`src/rtl/instr_loader_pkg.sv`:
```
// Shared state encoding and default widths for the front-panel instruction loader.
package instr_loader_pkg;

   localparam int DEF_ADDR_W = 5;
   localparam int DEF_DATA_W = 16;

   typedef enum logic [2:0] {
      IDLE,
      COLLECT,
      WRITE,
      VERIFY,
      DONE
   } loader_state_t;

endpackage

```
`src/rtl/instr_loader_if.sv`:
```
// Bundle between the panel synchronizers, the loader and the instruction-memory write port.
// Mem_Rd_Data only exists when INSTR_LOADER_VERIFY_EN is defined.
interface instr_loader_if #(
   parameter int ADDR_W = instr_loader_pkg::DEF_ADDR_W,
   parameter int DATA_W = instr_loader_pkg::DEF_DATA_W
);

   logic              Load_Mode;
   logic              Enter;
   logic              Finish;
   logic [3:0]        Nibble_In;
   logic [ADDR_W-1:0] Mem_Addr;
   logic [DATA_W-1:0] Mem_Data;
   logic              Mem_Wr;
   logic              Proc_Hold;
   logic [1:0]        Nib_Idx;
   logic              Done;
   logic              Err;
`ifdef INSTR_LOADER_VERIFY_EN
   logic [DATA_W-1:0] Mem_Rd_Data;

   modport master (
      output Load_Mode, Enter, Finish, Nibble_In, Mem_Rd_Data,
      input  Mem_Addr, Mem_Data, Mem_Wr, Proc_Hold, Nib_Idx, Done, Err
   );

   modport slave (
      input  Load_Mode, Enter, Finish, Nibble_In, Mem_Rd_Data,
      output Mem_Addr, Mem_Data, Mem_Wr, Proc_Hold, Nib_Idx, Done, Err
   );
`else
   modport master (
      output Load_Mode, Enter, Finish, Nibble_In,
      input  Mem_Addr, Mem_Data, Mem_Wr, Proc_Hold, Nib_Idx, Done, Err
   );

   modport slave (
      input  Load_Mode, Enter, Finish, Nibble_In,
      output Mem_Addr, Mem_Data, Mem_Wr, Proc_Hold, Nib_Idx, Done, Err
   );
`endif

endinterface

```
`src/rtl/instr_loader_rise_detect.sv`:
```
// One-bit registered rising-edge detector; a held level yields a single-cycle pulse.
module rise_detect (
   input  logic clk,
   input  logic rst,
   input  logic din,
   output logic rise
);

   logic prev_q;
   logic prev_d;

   always_comb begin
      prev_d = din;
   end

   always_ff @(posedge clk) begin
      if (rst) begin
         prev_q <= 1'b0;
      end else begin
         prev_q <= prev_d;
      end
   end

   assign rise = din & ~prev_q;

endmodule

```
`src/rtl/instr_loader.sv`:
```
// Front-panel program writer: assembles hex nibbles into words and writes them to instruction memory.
// Define INSTR_LOADER_VERIFY_EN to add a read-back check after every write (drives Err).
module instr_loader #(
   parameter int ADDR_W = instr_loader_pkg::DEF_ADDR_W,
   parameter int DATA_W = instr_loader_pkg::DEF_DATA_W
) (
   input logic           CLOCK_50,
   input logic           Reset,
   instr_loader_if.slave bus
);

   import instr_loader_pkg::*;

   localparam int                NIBBLES  = DATA_W / 4;
   localparam logic [1:0]        LAST_NIB = 2'(NIBBLES - 1);
   localparam logic [ADDR_W-1:0] ADDR_MAX = '1;

   loader_state_t     state_q, state_d;
   logic [ADDR_W-1:0] addr_q, addr_d;
   logic [DATA_W-1:0] data_q, data_d;
   logic [1:0]        nib_idx_q, nib_idx_d;
   logic              mem_wr_q, mem_wr_d;
   logic              proc_hold_q, proc_hold_d;
   logic              done_q, done_d;
   logic              advance;
   logic              enter_evt;
   logic              finish_evt;
`ifdef INSTR_LOADER_VERIFY_EN
   logic              err_q, err_d;
`endif

   rise_detect u_enter_rise (
      .clk  (CLOCK_50),
      .rst  (Reset),
      .din  (bus.Enter),
      .rise (enter_evt)
   );

   rise_detect u_finish_rise (
      .clk  (CLOCK_50),
      .rst  (Reset),
      .din  (bus.Finish),
      .rise (finish_evt)
   );

   always_comb begin
      state_d     = state_q;
      addr_d      = addr_q;
      data_d      = data_q;
      nib_idx_d   = nib_idx_q;
      mem_wr_d    = 1'b0;
      proc_hold_d = proc_hold_q;
      done_d      = done_q;
      advance     = 1'b0;
`ifdef INSTR_LOADER_VERIFY_EN
      err_d       = err_q;
`endif

      unique case (state_q)
         IDLE: begin
            proc_hold_d = 1'b0;
            if (bus.Load_Mode) begin
               state_d     = COLLECT;
               addr_d      = '0;
               data_d      = '0;
               nib_idx_d   = '0;
               done_d      = 1'b0;
               proc_hold_d = 1'b1;
`ifdef INSTR_LOADER_VERIFY_EN
               err_d       = 1'b0;
`endif
            end
         end

         // Abort beats Finish beats Enter; a partial word is simply dropped.
         COLLECT: begin
            if (!bus.Load_Mode) begin
               state_d     = IDLE;
               proc_hold_d = 1'b0;
            end else if (finish_evt) begin
               state_d   = DONE;
               done_d    = 1'b1;
               data_d    = '0;
               nib_idx_d = '0;
            end else if (enter_evt) begin
               data_d    = {data_q[DATA_W-5:0], bus.Nibble_In};
               nib_idx_d = nib_idx_q + 2'd1;
               if (nib_idx_q == LAST_NIB) begin
                  state_d  = WRITE;
                  mem_wr_d = 1'b1;
               end
            end
         end

         WRITE: begin
`ifdef INSTR_LOADER_VERIFY_EN
            state_d = VERIFY;
`else
            advance = 1'b1;
`endif
         end

`ifdef INSTR_LOADER_VERIFY_EN
         // Address and data are still held here, so the read port shows the word just written.
         VERIFY: begin
            if (bus.Mem_Rd_Data != data_q) begin
               err_d = 1'b1;
            end
            advance = 1'b1;
         end
`endif

         DONE: begin
            done_d = 1'b1;
            if (!bus.Load_Mode) begin
               state_d     = IDLE;
               proc_hold_d = 1'b0;
            end else begin
               proc_hold_d = 1'b1;
            end
         end

         default: begin
            state_d     = IDLE;
            proc_hold_d = 1'b0;
         end
      endcase

      // Last address ends the load rather than wrapping back over word 0.
      if (advance) begin
         data_d    = '0;
         nib_idx_d = '0;
         if (addr_q == ADDR_MAX) begin
            state_d = DONE;
            done_d  = 1'b1;
         end else begin
            state_d = COLLECT;
            addr_d  = addr_q + ADDR_W'(1);
         end
      end
   end

   always_ff @(posedge CLOCK_50) begin
      if (Reset) begin
         state_q     <= IDLE;
         addr_q      <= '0;
         data_q      <= '0;
         nib_idx_q   <= '0;
         mem_wr_q    <= 1'b0;
         proc_hold_q <= 1'b0;
         done_q      <= 1'b0;
`ifdef INSTR_LOADER_VERIFY_EN
         err_q       <= 1'b0;
`endif
      end else begin
         state_q     <= state_d;
         addr_q      <= addr_d;
         data_q      <= data_d;
         nib_idx_q   <= nib_idx_d;
         mem_wr_q    <= mem_wr_d;
         proc_hold_q <= proc_hold_d;
         done_q      <= done_d;
`ifdef INSTR_LOADER_VERIFY_EN
         err_q       <= err_d;
`endif
      end
   end

   assign bus.Mem_Addr  = addr_q;
   assign bus.Mem_Data  = data_q;
   assign bus.Mem_Wr    = mem_wr_q;
   assign bus.Proc_Hold = proc_hold_q;
   assign bus.Nib_Idx   = nib_idx_q;
   assign bus.Done      = done_q;
`ifdef INSTR_LOADER_VERIFY_EN
   assign bus.Err       = err_q;
`else
   assign bus.Err       = 1'b0;
`endif

endmodule

```
`src/flat_wrapper.sv`:
```
// flat-port wrapper written by rule: the top's interface ports become plain ports
module instr_loader_flat import instr_loader_pkg::*;
#(
   parameter int ADDR_W = instr_loader_pkg::DEF_ADDR_W,
   parameter int DATA_W = instr_loader_pkg::DEF_DATA_W
)
  (CLOCK_50, Reset, bus_Load_Mode, bus_Enter, bus_Finish, bus_Nibble_In, bus_Mem_Addr, bus_Mem_Data, bus_Mem_Wr, bus_Proc_Hold, bus_Nib_Idx, bus_Done, bus_Err);
  instr_loader_if #(.ADDR_W(ADDR_W), .DATA_W(DATA_W)) bus_i ();
  input logic CLOCK_50;
  input logic Reset;
  input wire logic [$bits(bus_i.Load_Mode)-1:0] bus_Load_Mode;
  input wire logic [$bits(bus_i.Enter)-1:0] bus_Enter;
  input wire logic [$bits(bus_i.Finish)-1:0] bus_Finish;
  input wire logic [$bits(bus_i.Nibble_In)-1:0] bus_Nibble_In;
  output wire logic [$bits(bus_i.Mem_Addr)-1:0] bus_Mem_Addr;
  output wire logic [$bits(bus_i.Mem_Data)-1:0] bus_Mem_Data;
  output wire logic [$bits(bus_i.Mem_Wr)-1:0] bus_Mem_Wr;
  output wire logic [$bits(bus_i.Proc_Hold)-1:0] bus_Proc_Hold;
  output wire logic [$bits(bus_i.Nib_Idx)-1:0] bus_Nib_Idx;
  output wire logic [$bits(bus_i.Done)-1:0] bus_Done;
  output wire logic [$bits(bus_i.Err)-1:0] bus_Err;
  assign bus_i.Load_Mode = bus_Load_Mode;
  assign bus_i.Enter = bus_Enter;
  assign bus_i.Finish = bus_Finish;
  assign bus_i.Nibble_In = bus_Nibble_In;
  assign bus_Mem_Addr = bus_i.Mem_Addr;
  assign bus_Mem_Data = bus_i.Mem_Data;
  assign bus_Mem_Wr = bus_i.Mem_Wr;
  assign bus_Proc_Hold = bus_i.Proc_Hold;
  assign bus_Nib_Idx = bus_i.Nib_Idx;
  assign bus_Done = bus_i.Done;
  assign bus_Err = bus_i.Err;
  instr_loader #(.ADDR_W(ADDR_W), .DATA_W(DATA_W)) u_core (.CLOCK_50(CLOCK_50), .Reset(Reset), .bus(bus_i));
endmodule
```
`config.mk`:
```
export PLATFORM = sky130hd
export DESIGN_NAME = instr_loader_flat
export DESIGN_NICKNAME = d
export VERILOG_FILES = /design/src/rtl/instr_loader_pkg.sv /design/src/rtl/instr_loader_if.sv /design/src/rtl/instr_loader_rise_detect.sv /design/src/rtl/instr_loader.sv /design/src/flat_wrapper.sv
export SDC_FILE = /design/constraint.sdc
export NUM_CORES = 1
export LEC_CHECK = 0
export CORE_UTILIZATION = 44
export DETAILED_ROUTE_END_ITERATION = 8
export GPL_TIMING_DRIVEN = 0
export PLACE_DENSITY = 0.72
export SLEW_MARGIN = 20
export SYNTH_ARGS = -nofsm -noshare
export SYNTH_HDL_FRONTEND = slang
export SYNTH_HIERARCHICAL = 1
export SYNTH_SLANG_ARGS = --single-unit
```
`constraint.sdc`:
```
create_clock -name CLOCK_50 -period 1.8 [get_ports CLOCK_50]
set_clock_uncertainty 0.15 [all_clocks]
set_input_delay 0.18 -clock CLOCK_50 [delete_from_list [all_inputs] [get_ports CLOCK_50]]
set_output_delay 0.18 -clock CLOCK_50 [all_outputs]
set_load 0.005 [all_outputs]
```
==> results of run 1 <==
[where the power goes]
part	switching (mW)	total, mW	internal (mW)
Sequential	0.00790	0.700	0.692
Combinational	0.0771	0.159	0.0823
Clock	0.238	0.468	0.230
Total	0.323	1.33	1.00
[metal layers]
metal / GRT usage / routed length (µm)
met4: 0.0930 / 55
met5: 0 / 0
met1: 0.240 / 1480
met2: 0.360 / 1600
met3: 0.0801 / 195
[cell usage in the layout, fill, tap and decap left out, types with 2 or more instances in the layout]
| cell | instances |
|---|---|
| a211oi_1 | 2 |
| a22oi_1 | 3 |
| nor2b_4 | 4 |
| nor2_1 | 26 |
| a21oi_1 | 2 |
| dfxtp_4 | 2 |
| buf_4 | 10 |
| a211oi_2 | 2 |
| clkbuf_8 | 2 |
| mux2i_1 | 19 |
| o21ai_0 | 4 |
| dfxtp_1 | 29 |
| nor2b_1 | 3 |
| inv_1 | 2 |
| nand2_1 | 3 |
| clkbuf_4 | 5 |
| and2_1 | 17 |
| nor4_1 | 2 |
| buf_6 | 2 |
| clkbuf_1 | 2 |
| nor3_1 | 2 |
| clkdlybuf4s50_1 | 34 |
| buf_2 | 2 |
| a21oi_2 | 2 |
| ha_4 | 2 |
[cell families (layout without fill, tap and decap cells)]
group / after synthesis / in the layout
simple gates: 65 / 65
flops: 31 / 31
compound gates: 23 / 23
mux: 19 / 19
buf+inv: 14 / 62
fa+ha+maj: 3 / 3
other cells: 1 / 1
[registers in the layout (all words and copies together) (netlist names)]
register	count
u_core/bus.Done	1
u_core/bus.Mem_Addr	5
u_core/bus.Mem_Data	16
u_core/bus.Mem_Wr	1
u_core/bus.Nib_Idx	2
u_core/bus.Proc_Hold	1
u_core/state_q	3
u_core/u_enter_rise/prev_q	1
u_core/u_finish_rise/prev_q	1
[path summary, 6_finish.rpt]
| path | startpoint | end | cells after the start |
|---|---|---|---|
| setup / recovery | bus_Load_Mode | u_core/bus.Mem_Data[7]$_SDFFE_PP0P_ | 7 |
| hold reg to reg | u_core/bus.Mem_Data[14]$_SDFFE_PP0P_ | u_core/bus.Mem_Data[14]$_SDFFE_PP0P_ | 2 |
| hold / removal | bus_Finish | u_core/u_finish_rise/prev_q$_SDFF_PP0_ | 2 |
| setup reg to reg | u_core/bus.Mem_Addr[1]$_SDFF_PP0_ | u_core/bus.Mem_Addr[3]$_SDFF_PP0_ | 7 |
[timing repair]
item	4_1_cts	5_1_grt
endpoints found under the setup margin	5	18
pin swaps	5	6
buffers inserted	9	1
gates resized for setup	9	9
[final cells by class]
cell class              instances  area (µm²)
plain buffers                   9        76.3
clock buffers                   8        68.8
fillers                       264        1050
inverters                       3        13.8
multi-input cells             111         831
flip-flops and latches         31         628
well taps                      44        55.1
repair buffers                 42         400
==> flow_metrics.env, run 1 <==
export IMPL_status="finished clean"
export IMPL_wirelength_um=3320
export IMPL_wl_per_cell_um=13.4
export IMPL_die_y_um=59.9
export IMPL_routed_via_count=1278
export IMPL_cpPeakStageDelay_ns=0.54
export IMPL_ys_seq_elements=31
export IMPL_areaGrowthSynthToFinish_pct=40.4
export IMPL_fin_crit_ns=1.80
export IMPL_synth_ff_type="dfxtp_1"
export IMPL_cts_buffers=5
export IMPL_slew_viol_final=0
export IMPL_required_ns=1.88
export IMPL_finalCritPeriodShare=1.00
export IMPL_cap_viol_max_count=0
export IMPL_tns_ns=0
export IMPL_viasPerCell=5.15
export IMPL_clk_pin_slew_ns=0.10
export IMPL_cts_sinks=31
export IMPL_yosys_top_cells_count="dfxtp_1 (31), nor2_1 (26), mux2i_1 (19)"
export IMPL_start_util=0.472
export IMPL_drc=0
export IMPL_synth_area_mm2=0.00148
export IMPL_synth_top_cell_by_area="dfxtp_1"
export IMPL_synthCells=156
export IMPL_post_synth_cell_area_avg_um2=9.46
export IMPL_num_nets_final=215
export IMPL_synthAdderAreaFrac=0.0254
export IMPL_gp_congestion=0.901
export IMPL_ys_top_cells_by_area="dfxtp_1 (42%), mux2i_1 (13%), and2_1 (7.6%)"
export IMPL_num_rows=20
export IMPL_ios=36
export IMPL_core_area_mm2=0.00313
export IMPL_grt_ovfl_total=0
export IMPL_startpoint_type="input port"
export IMPL_dp_cells=234
export IMPL_muxShareOfSynthArea=0.129
export IMPL_crit_type="input port to flip-flop"
export IMPL_crit_slowest_cell="clkdlybuf4s50_1"
export IMPL_grt_pass1_wl_um=5660
export IMPL_fmax_mhz=556
export IMPL_total_power_mw=1.33
export IMPL_ys_warnings_count=6
export IMPL_synthSimpleGateAreaFrac=0.256
export IMPL_antenna_cells=0
export IMPL_synth_xor_area_frac=0
export IMPL_path_cells="clkdlybuf4s50_1 > nor2b_1 > o311a_1 > buf_6 > buf_12 > mux2i_1 > nor2_1"
export IMPL_hold_path_class="input port to flip-flop"
export IMPL_yosysMostFrequentCell="dfxtp_1"
export IMPL_antenna_found_initial=0
export IMPL_htree_num_levels=2
export IMPL_clkLatencyLatePin_ns=0.33
export IMPL_rrSetupSlack_ns=0.0006
export IMPL_cp_num_buf_inv=3
export IMPL_synth_nets=168
export IMPL_hpwlAfterDp_um=2180
export IMPL_cts_tree="done"
export IMPL_die_area_mm2=0.00359
export IMPL_ir_worst_vdd_v=0.000466
export IMPL_port_buffers=34
export IMPL_grt_max_degree=11
export IMPL_path_delay_family="buffers and inverters"
export IMPL_yosysSeqAreaShare=0.420
export IMPL_drt_first_pass_iters=4
export IMPL_final_cells=248
export IMPL_grt_setup_unrepaired="yes"
export IMPL_initialDrtViolationCount=111
export IMPL_place_area_mm2=0.00188
export IMPL_grt_total_usage=0.214
export IMPL_root_buffer="clkbuf_4"
export IMPL_postCtsHoldBufs=0
export IMPL_crit_arrival_ns=1.88
export IMPL_synth_compound_area_frac=0.101
export IMPL_grt_pass1_vias=1277
export IMPL_worst_path_max_fanout=10
export IMPL_fin_util=0.663
export IMPL_synth_edf_count=0
export IMPL_synth_top_area_frac=0.420
export IMPL_relSlewSlack=0.649
export IMPL_hold_viol=0
export IMPL_drive_gt1_frac=0.206
export IMPL_crit_path_end_kind="flip-flop"
export IMPL_whs_ns=0.282
export IMPL_dieWidth_um=59.9
export IMPL_finalSetupViolCount=0
export IMPL_async_reset_ff_frac=0
export IMPL_ant_nets=0
export IMPL_worst_pin_slew_ns=0.526
export IMPL_ys_types=36
export IMPL_clock_path_buffers=2
export IMPL_place_ws_ns=-0.289
export IMPL_setup_slack_ns=0.000614
export IMPL_leakage_nw=0.828
export IMPL_p_per_area_mw_per_mm2=640
export IMPL_synth_top_family_by_area="simple AND/OR/NAND/NOR gates"
export IMPL_finalInstanceArea_mm2=0.00207
No activity file was read; power rests on OpenSTA's default activity.
==> run 2: changes to the inputs <==
--- a/config.mk
+++ b/config.mk
@@ -9,7 +9,7 @@
 export DETAILED_ROUTE_END_ITERATION = 8
 export GPL_TIMING_DRIVEN = 0
 export PLACE_DENSITY = 0.72
-export SLEW_MARGIN = 20
+export SLEW_MARGIN = 30
 export SYNTH_ARGS = -nofsm -noshare
 export SYNTH_HDL_FRONTEND = slang
 export SYNTH_HIERARCHICAL = 1
==> results of run 2 <==
Same layout as run 1: the final DEF is identical, and so are final timing and power.
